--- config.mk ---
export PLATFORM = sky130hd
export DESIGN_NAME = msrv_32_buffered_store_unit_flat
export DESIGN_NICKNAME = d
export VERILOG_FILES = /design/src/rtl/msrv_32_buffered_store_unit_if.sv /design/src/rtl/msrv_32_buffered_store_unit.sv /design/src/flat_wrapper.sv
export SDC_FILE = /design/constraint.sdc
export NUM_CORES = 1
export LEC_CHECK = 0
export ABC_AREA = 1
export BUFFER_PORTS_ARGS = -buffer_cell sky130_fd_sc_hd__buf_4
export CAP_MARGIN = 25
export CORE_MARGIN = 8
export CORE_UTILIZATION = 55
export DETAILED_ROUTE_END_ITERATION = 8
export PLACE_DENSITY_LB_ADDON = 0.3
export SLEW_MARGIN = 40
export SYNTH_ARGS = -nofsm -noshare
export SYNTH_HDL_FRONTEND = slang
export SYNTH_SLANG_ARGS = --single-unit
--- constraint.sdc ---
create_clock -name ms_riscv32_mp_clk_in -period 4.8 [get_ports ms_riscv32_mp_clk_in]
set_input_delay 0.48 -clock ms_riscv32_mp_clk_in [delete_from_list [all_inputs] [get_ports ms_riscv32_mp_clk_in]]
set_output_delay 0.48 -clock ms_riscv32_mp_clk_in [all_outputs]
set_load 0.01 [all_outputs]
--- src/rtl/msrv_32_buffered_store_unit_if.sv ---
// Data-memory bus bundle between the buffered store unit (master) and the
// AHB-style data memory (slave).
interface msrv_32_buffered_store_unit_if #(
    parameter int XLEN   = 32,
    parameter int ADDR_W = 32
);
    logic                ahb_ready_in;
    logic [ADDR_W-1:0]   ms_riscv32_mp_dmaddr_out;
    logic [XLEN/8-1:0]   ms_riscv32_mp_dmwr_mask_out;
    logic [XLEN-1:0]     ms_riscv32_mp_dmdata_out;
    logic                ms_riscv32_mp_dmwr_req_out;
    logic [1:0]          ahb_htrans_out;

    modport master (
        input  ahb_ready_in,
        output ms_riscv32_mp_dmaddr_out,
        output ms_riscv32_mp_dmwr_mask_out,
        output ms_riscv32_mp_dmdata_out,
        output ms_riscv32_mp_dmwr_req_out,
        output ahb_htrans_out
    );

    modport slave (
        output ahb_ready_in,
        input  ms_riscv32_mp_dmaddr_out,
        input  ms_riscv32_mp_dmwr_mask_out,
        input  ms_riscv32_mp_dmdata_out,
        input  ms_riscv32_mp_dmwr_req_out,
        input  ahb_htrans_out
    );
endinterface

--- src/rtl/msrv_32_buffered_store_unit.sv ---
// Store alignment, DEPTH-entry in-order store buffer and a two-phase
// (address/data) AHB-style drain engine with load-address hazard detection.
module msrv_32_buffered_store_unit #(
    parameter int XLEN   = 32,
    parameter int DEPTH  = 4,
    parameter int ADDR_W = 32
) (
    input  logic                     ms_riscv32_mp_clk_in,
    input  logic                     ms_riscv32_mp_rst_in,
    input  logic [1:0]               funct3_in,
    input  logic [ADDR_W-1:0]        iaddr_in,
    input  logic [XLEN-1:0]          rs2_in,
    input  logic                     mem_wr_req_in,
    output logic                     st_ready_out,
    output logic                     misaligned_out,
    input  logic [ADDR_W-1:0]        ld_addr_in,
    output logic                     ld_hazard_out,
    output logic [$clog2(DEPTH):0]   count_out,
    msrv_32_buffered_store_unit_if.master bus
);
    localparam int NB  = XLEN / 8;
    localparam int OFF = $clog2(NB);
    localparam int PW  = $clog2(DEPTH);

    typedef enum logic [1:0] {S_IDLE, S_ADDR, S_DATA} state_t;

    function automatic logic [XLEN-1:0] align_data(input logic [1:0] f3, input logic [XLEN-1:0] d);
        case (f3)
            2'b00:   align_data = {NB{d[7:0]}};
            2'b01:   align_data = {(NB/2){d[15:0]}};
            2'b10:   align_data = {(NB/4){d[31:0]}};
            default: align_data = d;
        endcase
    endfunction

    function automatic logic [NB-1:0] lane_mask(input logic [1:0] f3, input logic [OFF-1:0] off);
        logic [NB-1:0] m;
        m = '0;
        case (f3)
            2'b00:   m[0]   = 1'b1;
            2'b01:   m[1:0] = 2'b11;
            2'b10:   m[3:0] = 4'hF;
            default: m      = '1;
        endcase
        lane_mask = m << off;
    endfunction

    function automatic logic is_misaligned(input logic [1:0] f3, input logic [OFF-1:0] off);
        case (f3)
            2'b00:   is_misaligned = 1'b0;
            2'b01:   is_misaligned = off[0];
            2'b10:   is_misaligned = (off[1:0] != 2'b00);
            default: is_misaligned = (XLEN == 64) ? (off != '0) : 1'b1;
        endcase
    endfunction

    logic [ADDR_W-1:0] addr_q [DEPTH];
    logic [NB-1:0]     mask_q [DEPTH];
    logic [XLEN-1:0]   data_q [DEPTH];
    logic [DEPTH-1:0]  valid;
    logic [PW-1:0]     head, tail;
    logic [PW:0]       count, count_nx;
    state_t            state, state_nx;
    logic              full, push, pop, bad;

    // full comes only from the count register, so st_ready never sees ahb_ready
    assign full           = (count == (PW+1)'(DEPTH));
    assign bad            = is_misaligned(funct3_in, iaddr_in[OFF-1:0]);
    assign misaligned_out = mem_wr_req_in && bad;
    assign push           = mem_wr_req_in && !bad && !full;
    assign pop            = (state == S_DATA) && bus.ahb_ready_in;
    assign st_ready_out   = !full;
    assign count_out      = count;

    always_comb begin
        count_nx = count;
        case ({push, pop})
            2'b10:   count_nx = count + (PW+1)'(1);
            2'b01:   count_nx = count - (PW+1)'(1);
            default: count_nx = count;
        endcase
    end

    always_ff @(posedge ms_riscv32_mp_clk_in or negedge ms_riscv32_mp_rst_in) begin
        if (!ms_riscv32_mp_rst_in) begin
            state <= S_IDLE;
            head  <= '0;
            tail  <= '0;
            count <= '0;
            valid <= '0;
        end else begin
            state <= state_nx;
            count <= count_nx;
            if (pop) begin
                head        <= head + PW'(1);
                valid[head] <= 1'b0;
            end
            if (push) begin
                tail        <= tail + PW'(1);
                valid[tail] <= 1'b1;
            end
        end
    end

    // Payload storage is qualified by valid, so it needs no reset
    always_ff @(posedge ms_riscv32_mp_clk_in) begin
        if (push) begin
            addr_q[tail] <= {iaddr_in[ADDR_W-1:OFF], {OFF{1'b0}}};
            mask_q[tail] <= lane_mask(funct3_in, iaddr_in[OFF-1:0]);
            data_q[tail] <= align_data(funct3_in, rs2_in);
        end
    end

    always_comb begin
        state_nx = state;
        case (state)
            S_IDLE:  if (count_nx != '0) state_nx = S_ADDR;
            S_ADDR:  if (bus.ahb_ready_in) state_nx = S_DATA;
            S_DATA:  if (bus.ahb_ready_in) state_nx = (count_nx != '0) ? S_ADDR : S_IDLE;
            default: state_nx = S_IDLE;
        endcase
    end

    always_comb begin
        bus.ms_riscv32_mp_dmaddr_out    = '0;
        bus.ms_riscv32_mp_dmwr_mask_out = '0;
        bus.ms_riscv32_mp_dmdata_out    = '0;
        bus.ms_riscv32_mp_dmwr_req_out  = 1'b0;
        bus.ahb_htrans_out              = 2'b00;
        case (state)
            S_ADDR: begin
                bus.ms_riscv32_mp_dmaddr_out    = addr_q[head];
                bus.ms_riscv32_mp_dmwr_mask_out = mask_q[head];
                bus.ms_riscv32_mp_dmwr_req_out  = 1'b1;
                bus.ahb_htrans_out              = 2'b10;
            end
            S_DATA: bus.ms_riscv32_mp_dmdata_out = data_q[head];
            default: ;
        endcase
    end

    // The in-flight head stays valid until its data phase completes
    always_comb begin
        ld_hazard_out = 1'b0;
        for (int i = 0; i < DEPTH; i++) begin
            if (valid[i] && (((ld_addr_in ^ addr_q[i]) >> OFF) == '0))
                ld_hazard_out = 1'b1;
        end
    end
endmodule

--- src/flat_wrapper.sv ---
// flat-port wrapper written by rule: the top's interface ports become plain ports
module msrv_32_buffered_store_unit_flat 
#(
    parameter int XLEN   = 32,
    parameter int DEPTH  = 4,
    parameter int ADDR_W = 32
)
  (ms_riscv32_mp_clk_in, ms_riscv32_mp_rst_in, funct3_in, iaddr_in, rs2_in, mem_wr_req_in, st_ready_out, misaligned_out, ld_addr_in, ld_hazard_out, count_out, bus_ahb_ready_in, bus_ms_riscv32_mp_dmaddr_out, bus_ms_riscv32_mp_dmwr_mask_out, bus_ms_riscv32_mp_dmdata_out, bus_ms_riscv32_mp_dmwr_req_out, bus_ahb_htrans_out);
  msrv_32_buffered_store_unit_if #(.XLEN(XLEN), .ADDR_W(ADDR_W)) bus_i ();
  input  logic ms_riscv32_mp_clk_in;
  input  logic ms_riscv32_mp_rst_in;
  input  logic [1:0] funct3_in;
  input  logic [ADDR_W-1:0] iaddr_in;
  input  logic [XLEN-1:0] rs2_in;
  input  logic mem_wr_req_in;
  output logic st_ready_out;
  output logic misaligned_out;
  input  logic [ADDR_W-1:0] ld_addr_in;
  output logic ld_hazard_out;
  output logic [$clog2(DEPTH):0] count_out;
  input wire logic [$bits(bus_i.ahb_ready_in)-1:0] bus_ahb_ready_in;
  output wire logic [$bits(bus_i.ms_riscv32_mp_dmaddr_out)-1:0] bus_ms_riscv32_mp_dmaddr_out;
  output wire logic [$bits(bus_i.ms_riscv32_mp_dmwr_mask_out)-1:0] bus_ms_riscv32_mp_dmwr_mask_out;
  output wire logic [$bits(bus_i.ms_riscv32_mp_dmdata_out)-1:0] bus_ms_riscv32_mp_dmdata_out;
  output wire logic [$bits(bus_i.ms_riscv32_mp_dmwr_req_out)-1:0] bus_ms_riscv32_mp_dmwr_req_out;
  output wire logic [$bits(bus_i.ahb_htrans_out)-1:0] bus_ahb_htrans_out;
  assign bus_i.ahb_ready_in = bus_ahb_ready_in;
  assign bus_ms_riscv32_mp_dmaddr_out = bus_i.ms_riscv32_mp_dmaddr_out;
  assign bus_ms_riscv32_mp_dmwr_mask_out = bus_i.ms_riscv32_mp_dmwr_mask_out;
  assign bus_ms_riscv32_mp_dmdata_out = bus_i.ms_riscv32_mp_dmdata_out;
  assign bus_ms_riscv32_mp_dmwr_req_out = bus_i.ms_riscv32_mp_dmwr_req_out;
  assign bus_ahb_htrans_out = bus_i.ahb_htrans_out;
  msrv_32_buffered_store_unit #(.XLEN(XLEN), .DEPTH(DEPTH), .ADDR_W(ADDR_W)) u_core (.ms_riscv32_mp_clk_in(ms_riscv32_mp_clk_in), .ms_riscv32_mp_rst_in(ms_riscv32_mp_rst_in), .funct3_in(funct3_in), .iaddr_in(iaddr_in), .rs2_in(rs2_in), .mem_wr_req_in(mem_wr_req_in), .st_ready_out(st_ready_out), .misaligned_out(misaligned_out), .ld_addr_in(ld_addr_in), .ld_hazard_out(ld_hazard_out), .count_out(count_out), .bus(bus_i));
endmodule
## Yosys cells after proc, flatten, opt, wreduce, memory -nomap -nowiden

Memory sizes are Yosys's and may differ from the RTL's.
Cells that the tools add are included.

- Bits in registers: 13
- Memory bits (writable): 264
- Input port bits: 102
- Word-level logic and storage cells: 87
- Memories: 3

- Add/subtract/negate cells: 4
- Order comparisons: 4
- Equal/unequal tests: 10
- Shift-type cells: 1
- Mux-type cells: 31
- Bitwise operators: 7
- Reduce and logical (&&, ||, !) cells: 22

Memories:

| memory | words | bits a word | rd ports | clocked after memory_dff | write ports | RTL line | RTL |
|---|---|---|---|---|---|---|---|
| u_core.data_q | 4 | 32 | 1 | 0 | 1 | msrv_32_buffered_store_unit.sv:59 | `logic [XLEN-1:0] data_q [DEPTH];` |
| u_core.addr_q | 4 | 30 | 5 | 0 | 1 | msrv_32_buffered_store_unit.sv:57 | `logic [ADDR_W-1:0] addr_q [DEPTH];` |
| u_core.mask_q | 4 | 4 | 1 | 0 | 1 | msrv_32_buffered_store_unit.sv:58 | `logic [NB-1:0] mask_q [DEPTH];` |

Operators with widths:

| kind | count |
|---|---|
| $logic_not A32 Y1 | 4 |
| $xor A32 B32 Y32 | 4 |
| $mux W32 | 3 |
| $pmux W32 S2 | 1 |
| $mux W1 | 13 |
| $mux W2 | 6 |
| $mux W4 | 3 |
| $logic_and A1 B1 Y1 | 10 |
| $eq A2 B1 Y1 const B | 3 |
| $eq A2 B2 Y1 const B | 3 |
| $lt A2 B3 Y1 const B | 2 |
| $pmux W2 S3 | 1 |
| $pmux W3 S2 | 1 |
| $add A2 B1 Y2 const B | 2 |
| $and A4 B4 Y4 | 1 |
| $demux W1 S2 | 2 |
| $ge A2 B1 Y1 const B | 2 |
| $logic_not A2 Y1 | 2 |
| $ne A2 B2 Y1 const B | 2 |
| $not A4 Y4 | 1 |
| $or A4 B4 Y4 | 1 |
| $shl A4 B2 Y4 | 1 |
| $add A3 B1 Y3 const B | 1 |
| $eq A3 B3 Y1 const B | 1 |
| other kinds (8) | 9 |

## Depth between registers and ports, before layout

Gate-level depths: netlist of the first run.

- Depth after elaboration: 11
- Depth in mapped cells: 14

## Least setup slack after synthesis of the first run

Ideal clock, no wire load.

- Kind: input -> register
- Start point: input iaddr_in[1]
- End point: memory u_core.addr_q[0][0] (netlist bit) (enable)
- Setup time: 490 ps
- Arrival: 3,810 ps
- Setup slack: 500 ps
- Stages on the path: 6
- Path buffers: 1
- Cell sequence: nor2_2 -> nand2_2 -> nand2_4 -> nand2_4 -> buf_2 -> nor2_1

- Word-level cells in the longest chain between the ends: 7

Ends and longest elaborated chain:

| element | RTL line | RTL |
|---|---|---|
| from (decl) | flat_wrapper.sv:13 | `input logic [ADDR_W-1:0] iaddr_in;` |
| $reduce_bool A2 Y1 | msrv_32_buffered_store_unit.sv:52 | `2'b10: is_misaligned = (off[1:0] != 2'b00);` |
| $pmux W1 S3 | msrv_32_buffered_store_unit.sv:49 | `case (f3)` |
| $logic_not A1 Y1 | msrv_32_buffered_store_unit.sv:70 | `assign push = mem_wr_req_in && !bad && !full;` |
| $logic_and A1 B1 Y1 (2 in series) | msrv_32_buffered_store_unit.sv:70 |  |
| $mux W1 | msrv_32_buffered_store_unit.sv:107 | `if (push) begin` |
| $mux W1 (implied by the code) | msrv_32_buffered_store_unit.sv:108 | `addr_q[tail] <= {iaddr_in[ADDR_W-1:OFF], {OFF{1'b0}}};` |
| to (decl) | msrv_32_buffered_store_unit.sv:57 |  |

Every way passes these cells.

## Worst setup path after layout of the first run

- Start point: register u_core.head[0]
- End point: output bus_ms_riscv32_mp_dmaddr_out[30]

- Word-level cells in the longest chain between the ends: 2

Ends and longest elaborated chain:

| element | RTL line | RTL |
|---|---|---|
| from (decl) | msrv_32_buffered_store_unit.sv:61 | `logic [PW-1:0] head, tail;` |
| from (signal assigned) | msrv_32_buffered_store_unit.sv:95 | `head <= head + PW'(1);` |
| $mem_v2 Z4 W30 | - |  |
| $mux W32 | msrv_32_buffered_store_unit.sv:130 | `case (state)` |
| to (decl) | flat_wrapper.sv:22 | `output wire logic [$bits(bus_i.ms_riscv32_mp_dmaddr_out)-1:0] bus_ms_riscv32_mp_dmaddr_out;` |

Every way passes these cells.

==> impl_metrics.csv, run 1 <==
group,metric,value,unit
critical_path,cp_max_fo,80,
drt,wl,36710,microns
sta,max_freq,298.5,MHz
drt,dr.first_iter.drc_count,1153,
flow_run,cap_violations,0,
synthesis,yosysWarnings,0,
global_routing,grt_first_pass_wirelength,55650,microns
clock_network,cts_max_level,1,
clock_network,root_buffer,"clkbuf_16",
synthesis,muxShareOfSynthArea,0,
clock_network,clockBufferDepth,3,
critical_path,rr_worst_depth,5,
synthesis,synth_cell_type_count,34,
final_layout,areaGrowthSynthToFinish,19.00,%
synthesis,synth_simple_gate_area_share,0.1279,
synthesis,synth_top_family_by_area,"compound AO/OA/AOI/OAI gates",
pwr,worst_ir_drop_vdd,0.3774,mV
synthesis,synth_area_per_cell,10.31,sq um
synthesis,synth-xor-area-share,0.03120,
die,coreArea,23260,sq um
critical_path,path_buf_inv,3,
synthesis,synth-adder-area-share,0.009302,
critical_path,r2r-start,"u_core.count_out[0]$_DFF_PN0_",
sta,timing.slew.headroom,0.5014,
place,post-dp-hpwl,25100,microns
critical_path,cp.required,4.32,ns
sta,timing.final.crit_share,0.6979,
final_layout,finalNonFillerCells,1751,
pwr,p_sw_frac,0.3597,
pwr,cellPowerDensity,511.0,nW/um^2
final_layout,nNetsFinal,1523,
die,die_x,169.2,microns
critical_path,cp-start-kind,"register",
critical_path,crit_slowest_cell,"buf_6",
pwr,leakage,5.878,nW
final_layout,seq_area,8258,sq um
global_routing,grt_use_total,0.2510,
sta,setup_ws,1.450,ns
critical_path,cp.depth,7,
place,dp.cells,1699,
clock_network,cts_hold_buf,1,
pwr,p_total,7.852,mW
clock_network,clk_pin_slew_worst_paths,0.06,ns
sta,fin_tns_setup,0,ns
drt,via_per_inst,5.657,
sta,min_period,3.350,ns
pwr,p_comb_frac,0.351,
critical_path,reg2reg_to,"u_core.data_q[1][3]$_DFFE_PP_",
worst_hold_path,hold_depth,1,
clock_network,cts_inserted_buffers,28,
run_status,status,"completed",
global_routing,antenna_found_initial,1,
sta,skew,0.01469,ns
place,io_buffers,173,
synthesis,seq_area_frac_synth,0.6391,
clock_network,cts_tree,"yes",
critical_path,critPathMaxStageDelay,0.58,ns
sta,drv_slew,0,
sta,hold_viol_final,0,
sta,tightest_slew,0.7478,ns
clock_network,clk_latency,0.55,ns
synthesis,synth_area,12910,sq um
pwr,p_switching,2.824,mW
critical_path,cp.arrival,2.87,ns
place,pre_cts_ws,1.825,ns
final_layout,diodes,0,
drt,drc,0,
die,design.die.area,28640,sq um
global_routing,grt.overflow.total,0,
final_layout,multi_input_area,4003,sq um
drt,dr.pass1.iters,5,
pwr,p_int,5.028,mW
die,pin_count,179,
final_layout,n_fill_cell,1851,
worst_hold_path,min_path_type,"input port to register",
global_routing,grt_max_degree,81,
critical_path,cp_cell_sequence,"buf_4 -> buf_6 -> nor2_1 -> nor2_1 -> o21ai_0 -> a21oi_1 -> buf_4",
synthesis,ys_ff_latch,277,
pwr,clockPowerShare,0.257,
clock_network,cts-resized-gates,0,
critical_path,r2r_slack,2.53,ns
die,die_h,169.2,microns
die,row_count,56,
sta,rsz0062_at_grt,"no",
sta,setup_viol,0,
worst_hold_path,min-delay-start,"iaddr_in[7]",
clock_network,cts_setup_buffers,0,
critical_path,crit_family,"buffers and inverters",
global_routing,grt_pass1_vias,9634,
final_layout,drive_gt1_frac,0.1851,
drt,vias,9906,
die,initial_core_util,0.5551,
critical_path,end_kind,"output port",
place,routabilityCongestion,0.9738,
clock_network,cts.sinks,277,
synthesis,synth_cells,1252,
pwr,power_frac_seq,0.392,
synthesis,synth_compound_area_frac,0.1382,
drt,ant_nets,0,
drt,wl_per_cell,20.97,microns
worst_hold_path,whs_endpoint,"u_core.addr_q[3][5]$_DFFE_PP_",
critical_path,criticalPathCategory,"register to output port",
cell usage after synthesis (all sizes together):
library cell | instances | share of area
a21boi | 2 | 0.0012
clkbuf | 25 | 0.0073
buf | 36 | 0.017
nand3b | 1 | 0.00058
edfxtp | 264 | 0.61
nand4 | 3 | 0.0015
o21ai | 161 | 0.062
xor2 | 17 | 0.012
ha | 8 | 0.0078
fa | 1 | 0.0016
nor2 | 249 | 0.073
dfrtp | 13 | 0.025
inv | 101 | 0.029
xnor2 | 29 | 0.020
nor3 | 1 | 0.00039
o211ai | 8 | 0.0047
o22ai | 47 | 0.023
a21oi | 118 | 0.047
nand3 | 20 | 0.0085
nand2 | 144 | 0.044
clkinv | 2 | 0.00068
conb | 1 | 0.00029
a22oi | 1 | 0.00058
flip-flops by register name, indices dropped and copies added (netlist names):
name	cells
u_core.count_out	3
u_core.valid	4
u_core.addr_q	120
u_core.tail	2
u_core.head	2
u_core.state	2
u_core.mask_q	16
u_core.data_q	128
cells in the final DEF, fill, tap and decap left out, types with 3 or more instances in the layout:
cell type,Yosys,final
clkbuf_1,25,5
buf_6,4,3
a21oi_1,117,117
clkbuf_16,0,28
o21ai_0,102,102
ha_1,8,8
xnor2_1,29,29
nor2_1,247,242
dfrtp_1,13,11
nand4_1,3,3
nand2_1,138,138
nor2_2,2,3
nand2_4,3,3
xor2_1,17,17
inv_2,17,16
buf_4,7,182
o211ai_1,8,8
conb_1,1,3
nand2_2,3,3
clkinv_2,1,8
edfxtp_1,264,264
clkinv_1,1,5
inv_1,84,84
o22ai_1,47,47
clkbuf_8,0,4
nor2_4,0,4
o21ai_1,59,59
nand3_1,18,18
worst max path at each step:
stage | start | end | slack [ns]
floorplan | iaddr_in[1] | u_core.addr_q[0][0]$_DFFE_PP_ | 0.50
global placement | u_core.head[0]$_DFFE_PN0N_ | bus_ms_riscv32_mp_dmdata_out[27] | 1.85
detailed placement | u_core.head[0]$_DFFE_PN0N_ | bus_ms_riscv32_mp_dmdata_out[27] | 1.83
CTS | u_core.head[0]$_DFFE_PN0N_ | bus_ms_riscv32_mp_dmdata_out[13] | 1.25
global route | u_core.head[0]$_DFFE_PN0N_ | bus_ms_riscv32_mp_dmdata_out[11] | 1.26
finish | u_core.head[0]$_DFFE_PN0N_ | bus_ms_riscv32_mp_dmaddr_out[30] | 1.45
worst reg2reg max path, stage by stage (launching register included):
cell	delay, ns
dfrtp_1	0.46
nor2_1	0.11
a21oi_4	0.19
nand2_4	0.18
nor2_4	0.56
buf_12	0.38
kinds of logic (layout without fill, tap and decap cells):
| family | count (synthesis) | after routing |
|---|---|---|
| AO/OA/AOI/OAI | 337 | 337 |
| XOR/XNOR | 46 | 46 |
| adder cells (fa/ha/maj) | 9 | 9 |
| buffers and inverters | 164 | 342 |
| flip-flops | 277 | 277 |
| other | 1 | 3 |
| AND/OR/NAND/NOR | 418 | 418 |
metal layers:
metal  global-route usage  routed length, microns
met3              0.04629                    3030
met1               0.3168                   14250
met4              0.08965                    1289
met5                    0                      12
met2               0.4281                   18130
power by group through the flow:
stage | Combinational (mW) | Sequential (mW) | Clock, mW
after global routing | 3.03 | 3.10 | 2.13
after detailed placement | 2.74 | 3.13 | 0
after floorplan | 1.72 | 3.11 | 0
after CTS | 2.75 | 3.08 | 2.03
after global placement | 2.66 | 3.12 | 0
final | 2.76 | 3.08 | 2.01
stage by stage:
stage               hold slack, ns    util  area, sq um
floorplan                   0.1844       -        12920
global placement            0.3383  0.6223        14480
detailed placement          0.3388  0.6226        14480
CTS                         0.1188  0.6596        15340
global route                0.1204  0.6606        15370
finish                      0.1293  0.6606        15370
area by class of cell:
| type | count | area share |
|---|---|---|
| clock buffer | 37 | 0.05040 |
| clock inverter | 13 | 0.004967 |
| inverter | 103 | 0.02541 |
| multi-input combinational | 813 | 0.2605 |
| sequential | 277 | 0.5374 |
| tap | 319 | 0.02598 |
| timing repair buffer | 189 | 0.09535 |
Power figures use the tool's default switching activity.
==> run 2: changes to the inputs <==
--- a/config.mk
+++ b/config.mk
@@ -5,7 +5,7 @@
 export SDC_FILE = /design/constraint.sdc
 export NUM_CORES = 1
 export LEC_CHECK = 0
-export ABC_AREA = 1
+export ABC_AREA = 0
 export BUFFER_PORTS_ARGS = -buffer_cell sky130_fd_sc_hd__buf_4
 export CAP_MARGIN = 25
 export CORE_MARGIN = 8
==> constraint.sdc (replaced) <==
create_clock -name ms_riscv32_mp_clk_in -period 3.1 [get_ports ms_riscv32_mp_clk_in]
set_input_delay 0.31 -clock ms_riscv32_mp_clk_in [delete_from_list [all_inputs] [get_ports ms_riscv32_mp_clk_in]]
set_output_delay 0.31 -clock ms_riscv32_mp_clk_in [all_outputs]
set_load 0.01 [all_outputs]
==> run 2 against run 1 <==
Against the previous run:
- sequential power rose by 55%
- non-clock buffer count rose by 40
- sequential cell count did not move
- register-to-register slack got worse by 2.2 ns
- largest power group unchanged
==> impl_metrics.csv, run 2 <==
group,metric,value,unit
critical_path,cp.arrival,3.17,ns
sta,fin_tns_setup,0,ns
final_layout,largest_register,"u_core.data_q",
critical_path,crit_top_cell,"nor2_1",
sta,max_freq,360.9,MHz
synthesis,yosysWarnings,0,
place,routabilityCongestion,0.8784,
drt,wl,29620,microns
critical_path,critPathMaxStageDelay,0.51,ns
clock_network,cts.sinks,277,
clock_network,root_buffer,"clkbuf_16",
clock_network,cts_max_level,1,
synthesis,synth_cell_type_count,42,
final_layout,largestRegisters,"u_core.data_q (128), u_core.addr_q (120), u_core.mask_q (16)",
critical_path,r2r_slack,0.33,ns
drt,wl_per_cell,23.43,microns
pwr,power_frac_seq,0.397,
die,die_h,167.5,microns
clock_network,clk_latency,0.53,ns
pwr,worst_ir_drop_vdd,0.5586,mV
place,io_buffers,173,
clock_network,cts_tree,"yes",
pwr,clockPowerShare,0.291,
critical_path,cp_cell_sequence,"nor2_1 -> a2111oi_4 -> nor2_1 -> fa_1 -> nand2b_1 -> nand2_1 -> o21ai_0 -> a32o_1 -> or4_1",
synthesis,synth_most_common_cell,"edfxtp_1",
die,initial_core_util,0.5589,
final_layout,areaGrowthSynthToFinish,23.40,%
sta,rsz0062_at_grt,"no",
clock_network,clk_pin_slew_worst_paths,0.06,ns
die,row_count,55,
global_routing,grt.overflow.total,0,
critical_path,crit_family,"simple AND/OR/NAND/NOR gates",
drt,vias,7294,
critical_path,end_kind,"register",
final_layout,post-route-util,0.6897,
die,die_x,167.5,microns
final_layout,mostFrequentLayoutCells,"264 x edfxtp_1, 191 x buf_4, 79 x xnor2_1, 66 x mux4_2, 66 x and2_1",
final_layout,seq_area,8258,sq um
sta,timing.slew.headroom,0.4737,
drt,via_per_inst,5.771,
sta,tightest_slew,0.7866,ns
die,design.die.area,28040,sq um
critical_path,cp_max_fo,6,
synthesis,synth-edff-count,264,
pwr,p_int,8.562,mW
global_routing,grt_use_total,0.2086,
final_layout,n_fill_cell,1508,
drt,dr.first_iter.drc_count,633,
pwr,leakage,5.516,nW
sta,drv_slew,0,
synthesis,synthFlopType,"edfxtp_1",
pwr,cellPowerDensity,771.3,nW/um^2
critical_path,crit_slowest_cell,"or4_1",
place,dp.cells,1176,
die,coreArea,22570,sq um
synthesis,synth_area_leader_cell,"edfxtp_1",
synthesis,synth_area,12620,sq um
global_routing,antenna_found_initial,1,
pwr,p_sw_frac,0.2869,
synthesis,synth_area_per_cell,16.96,sq um
synthesis,yosys.area.top_type_share,0.6284,
critical_path,path_buf_inv,0,
synthesis,synth_cells,744,
synthesis,seq_area_frac_synth,0.6542,
die,pin_count,179,
drt,drc,0,
critical_path,cp-start-kind,"register",
final_layout,diodes,0,
sta,timing.final.crit_share,0.8939,
final_layout,largest_register_ffs,128,
clock_network,cts-resized-gates,0,
worst_hold_path,min_path_type,"input port to register",
synthesis,synthArstFlopShare,0.04693,
sta,skew,0.01101,ns
final_layout,drive_gt1_frac,0.3412,
run_status,status,"completed",
place,pre_cts_ws,0.2686,ns
final_layout,nNetsFinal,1068,
sta,setup_viol,0,
synthesis,synthTopCellsByArea,"edfxtp_1 63%, mux4_2 12%, xnor2_1 5.5%, and2_1 3.3%, xor2_1 3.1%",
clock_network,cts_inserted_buffers,28,
sta,hold_viol_final,0,
global_routing,grt_pass1_vias,7692,
flow_run,cap_violations,0,
sta,setup_ws,0.3289,ns
clock_network,clockBufferDepth,3,
pwr,p_comb_frac,0.311,
synthesis,yosys-top-cells-count,"264 x edfxtp_1, 79 x xnor2_1, 66 x and2_1, 66 x mux4_2, 45 x xor2_1",
pwr,p_switching,3.445,mW
global_routing,grt_max_degree,40,
drt,dr.pass1.iters,5,
drt,ant_nets,0,
critical_path,criticalPathCategory,"register to register",
critical_path,cp.required,3.50,ns
final_layout,layout_commonest_cell,"edfxtp_1",
synthesis,ys_ff_latch,277,
global_routing,grt_first_pass_wirelength,45200,microns
place,post-dp-hpwl,20210,microns
final_layout,finalNonFillerCells,1264,
sta,min_period,2.771,ns
final_layout,multi_input_area,4126,sq um
[run 2: cell count changes after synthesis, moves of 28 or more]
cell / delta
o21ai_1: -59
a21oi_1: -114
and2_1: +66
nor2_1: -236
xnor2_1: +50
mux4_2: +66
nand2_1: -118
inv_1: -77
xor2_1: +28
o21ai_0: -85
o22ai_1: -47
[run 2: area by class of cell]
| class | instances | area share |
|---|---|---|
| clock buffer | 31 | 0.04710 |
| clock inverter | 21 | 0.01495 |
| inverter | 7 | 0.001688 |
| multi-input combinational | 414 | 0.2651 |
| sequential | 277 | 0.5305 |
| tap | 285 | 0.02291 |
| timing repair buffer | 229 | 0.1178 |
[run 2: worst paths after layout]
| check | cells past startpoint | endpoint | from |
|---|---|---|---|
| min in group asynchronous | 2 | u_core.count_out[0]$_DFF_PN0_ | ms_riscv32_mp_rst_in |
| worst max-delay path | 9 | u_core.state[0]$_DFFE_PN0P_ | u_core.count_out[0]$_DFF_PN0_ |
| worst min register to register | 1 | u_core.valid[3]$_DFF_PN0_ | u_core.valid[3]$_DFF_PN0_ |
| worst min-delay path | 1 | u_core.data_q[2][2]$_DFFE_PP_ | rs2_in[2] |
| max in group asynchronous | 2 | u_core.head[0]$_DFFE_PN0N_ | ms_riscv32_mp_rst_in |
| worst max register to register | 9 | u_core.state[0]$_DFFE_PN0P_ | u_core.count_out[0]$_DFF_PN0_ |
[run 2: through the flow]
step / hold slack, ns / cell area, sq um / total power [mW]
finish: 0.02037 / 15570 / 12.01
global route: 0.005196 / 15570 / 12.52
CTS: 0.003707 / 15570 / 12.12
detailed placement: 0.1695 / 14240 / 8.596
global placement: 0.1698 / 14240 / 8.541
floorplan: 0.01441 / 12620 / 7.113
[run 2: cell families (layout without fill, tap and decap cells)]
logic type | count (synthesis) | in the layout | synth area share
AO/OA/AOI/OAI | 32 | 32 | 0.01746
XOR/XNOR | 125 | 125 | 0.08827
adder cells (fa/ha/maj) | 9 | 9 | 0.009521
buffers and inverters | 55 | 288 | 0.01974
flip-flops | 277 | 277 | 0.6542
multiplexers | 91 | 91 | 0.1396
other | 1 | 3 | 0.0002972
AND/OR/NAND/NOR | 154 | 154 | 0.07091
[run 2: power by group through the flow]
stage	Sequential [mW]	Combinational, mW	Clock, mW
global placement	4.83	3.71	0
floorplan	4.74	2.37	0
finish	4.77	3.74	3.50
global route	4.81	4.03	3.67
CTS	4.77	3.80	3.54
detailed placement	4.85	3.75	0
[run 2: what timing repair did]
action,in CTS,in global routing
endpoints found under the hold margin,153,0
setup buffers,0,0
hold buffers,36,0
[run 2: metal layers]
layer | routed length [microns] | global-route usage
met1 | 11780 | 0.2697
met2 | 14410 | 0.3465
met3 | 2668 | 0.05079
met4 | 754 | 0.06134
met5 | 8 | 0
==> run 3: changes to the inputs <==
--- a/config.mk
+++ b/config.mk
@@ -9,9 +9,9 @@
 export BUFFER_PORTS_ARGS = -buffer_cell sky130_fd_sc_hd__buf_4
 export CAP_MARGIN = 25
 export CORE_MARGIN = 8
-export CORE_UTILIZATION = 55
+export CORE_UTILIZATION = 58
 export DETAILED_ROUTE_END_ITERATION = 8
-export PLACE_DENSITY_LB_ADDON = 0.3
+export PLACE_DENSITY = 0.81
 export SLEW_MARGIN = 40
 export SYNTH_ARGS = -nofsm -noshare
 export SYNTH_HDL_FRONTEND = slang
==> run 3 against run 2 <==
Against the previous run:
- first-iteration DRC count down 9.5%
- wire length up 1.1%
- combinational power down 1%
- non-clock buffer count down 2
- core utilization up 2.8 points
- fmax down 1.2%
- register-to-register slack worse by 0.03 ns
- worst hold slack about the same
- largest cell class unchanged
- global-route usage up 1.5 points
- sequential cell count unchanged
- sequential power up 1%
==> impl_metrics.csv, run 3 (synthesis gave the netlist of run 2 again) <==
group,metric,value,unit
run_status,status,"completed",
sta,timing.slew.headroom,0.4791,
critical_path,r2r_slack,0.30,ns
pwr,worst_ir_drop_vdd,0.5396,mV
global_routing,grt_pass1_vias,7745,
place,io_buffers,173,
global_routing,grt_max_degree,45,
final_layout,largest_register,"u_core.data_q",
die,design.die.area,26730,sq um
critical_path,criticalPathCategory,"register to register",
critical_path,cp-start-kind,"register",
final_layout,largestRegisters,"u_core.data_q (128), u_core.addr_q (120), u_core.mask_q (16)",
drt,vias,7300,
critical_path,r2r-start,"u_core.count_out[0]$_DFF_PN0_",
die,row_count,54,
place,placed_area,14280,sq um
final_layout,largest_register_ffs,128,
drt,dr.pass1.iters,5,
sta,setup_viol,0,
clock_network,cts.sinks,277,
pwr,p_total,11.83,mW
clock_network,cts_max_level,1,
critical_path,critPathMaxStageDelay,0.50,ns
drt,via_per_inst,5.812,
global_routing,grt.overflow.total,0,
clock_network,clk_latency,0.53,ns
drt,ant_nets,0,
drt,wl_per_cell,23.85,microns
worst_hold_path,min_path_type,"input port to register",
critical_path,crit_family,"simple AND/OR/NAND/NOR gates",
pwr,cellPowerDensity,761.9,nW/um^2
final_layout,areaGrowthSynthToFinish,23.06,%
critical_path,path_buf_inv,0,
worst_hold_path,hold_depth,1,
final_layout,post-route-util,0.7181,
sta,min_period,2.804,ns
sta,holdWs,0.02022,ns
critical_path,cp.arrival,3.20,ns
place,routabilityCongestion,0.8962,
critical_path,worstSetupStartpoint,"u_core.count_out[0]$_DFF_PN0_",
clock_network,clockBufferDepth,3,
die,die_h,163.5,microns
critical_path,cp_cell_sequence,"nor2_1 -> a2111oi_4 -> nor2_1 -> fa_1 -> nand2b_1 -> nand2_1 -> o21ai_0 -> a32o_1 -> or4_1",
worst_hold_path,min-delay-start,"rs2_in[2]",
final_layout,finalNonFillerCells,1256,
critical_path,reg2reg_to,"u_core.state[0]$_DFFE_PN0P_",
die,pin_count,179,
clock_network,cts_setup_buffers,0,
clock_network,root_buffer,"clkbuf_16",
place,post-dp-hpwl,20310,microns
final_layout,nNetsFinal,1066,
critical_path,cp_max_fo,6,
final_layout,drive_gt1_frac,0.3323,
sta,tightest_slew,0.7785,ns
die,die_x,163.5,microns
global_routing,antenna_found_initial,1,
die,initial_core_util,0.5835,
global_routing,grt_first_pass_wirelength,45390,microns
clock_network,clk_pin_slew_worst_paths,0.06,ns
critical_path,rr_worst_depth,9,
worst_hold_path,whs_endpoint,"u_core.data_q[0][2]$_DFFE_PP_",
final_layout,fin_area,15520,sq um
flow_run,cap_violations,0,
final_layout,layout_commonest_cell,"edfxtp_1",
clock_network,cts_tree,"yes",
critical_path,crit_slowest_cell,"or4_1",
critical_path,end_kind,"register",
drt,dr.first_iter.drc_count,573,
final_layout,mostFrequentLayoutCells,"264 x edfxtp_1, 186 x buf_4, 79 x xnor2_1, 66 x mux4_2, 66 x and2_1",
sta,drv_slew,0,
sta,hold_viol_final,0,
critical_path,cp.required,3.50,ns
sta,skew,0.01099,ns
drt,wl,29950,microns
sta,timing.final.crit_share,0.9045,
clock_network,cts_inserted_buffers,28,
global_routing,grt_use_total,0.2241,
sta,setup_ws,0.2962,ns
drt,drc,0,
critical_path,crit_top_cell,"nor2_1",
sta,max_freq,356.7,MHz
pwr,leakage,5.475,nW
clock_network,cts-resized-gates,0,
die,coreArea,21620,sq um
place,dp.cells,1170,
sta,fin_tns_setup,0,ns
sta,rsz0062_at_grt,"no",
place,pre_cts_ws,0.2781,ns
==> run 3: power breakdown <==
part	total, mW	internal [mW]	switching, mW
clock network	3.29	1.96	1.33
registers	4.84	4.52	0.313
logic	3.70	1.94	1.76
==> run 3: final cells by class <==
type                    instances  area (sq um)
flip-flops and latches        277          8258
clock inverters                11         131.4
diodes                          1         2.502
clock buffers                  39         763.2
repair buffers                227          1867
fillers                      1385          6096
inverters                       7         26.28
well taps                     280         350.3
multi-input cells             414          4126
==> run 3: what timing repair did <==
action,CTS,global route
hold endpoints to repair,146,0
setup endpoints to repair,0,0
hold buffers,35,0
==> run 3: worst max path at each step <==
stage          slack, ns                           to  cells past startpoint
2_1_floorplan       0.25  u_core.state[0]$_DFFE_PN0P_                     10
4_1_cts             0.31  u_core.state[0]$_DFFE_PN0P_                      9
3_3_place_gp        0.34  u_core.state[0]$_DFFE_PN0P_                     10
5_1_grt             0.10  u_core.state[0]$_DFFE_PN0P_                      9
6_report            0.30  u_core.state[0]$_DFFE_PN0P_                      9
3_5_place_dp        0.28  u_core.state[0]$_DFFE_PN0P_                     10
==> run 3: routing by layer <==
layer  track usage  up-vias  wire length (microns)
li1              -     3264                      -
met1        0.2902     3647                  11360
met4       0.06983        0                    887
met5             0        -                      0
met3       0.04511       52                   2606
met2        0.3766      337                  15100
==> run 3: worst register-to-register path, cell delays in order (launching register included) <==
cell and delay (ns):
dfrtp_1 0.46, nor2_1 0.16, a2111oi_4 0.38, nor2_1 0.09, fa_1 0.45, nand2b_1 0.19, nand2_1 0.08, o21ai_0 0.08
a32o_1 0.27, or4_1 0.50
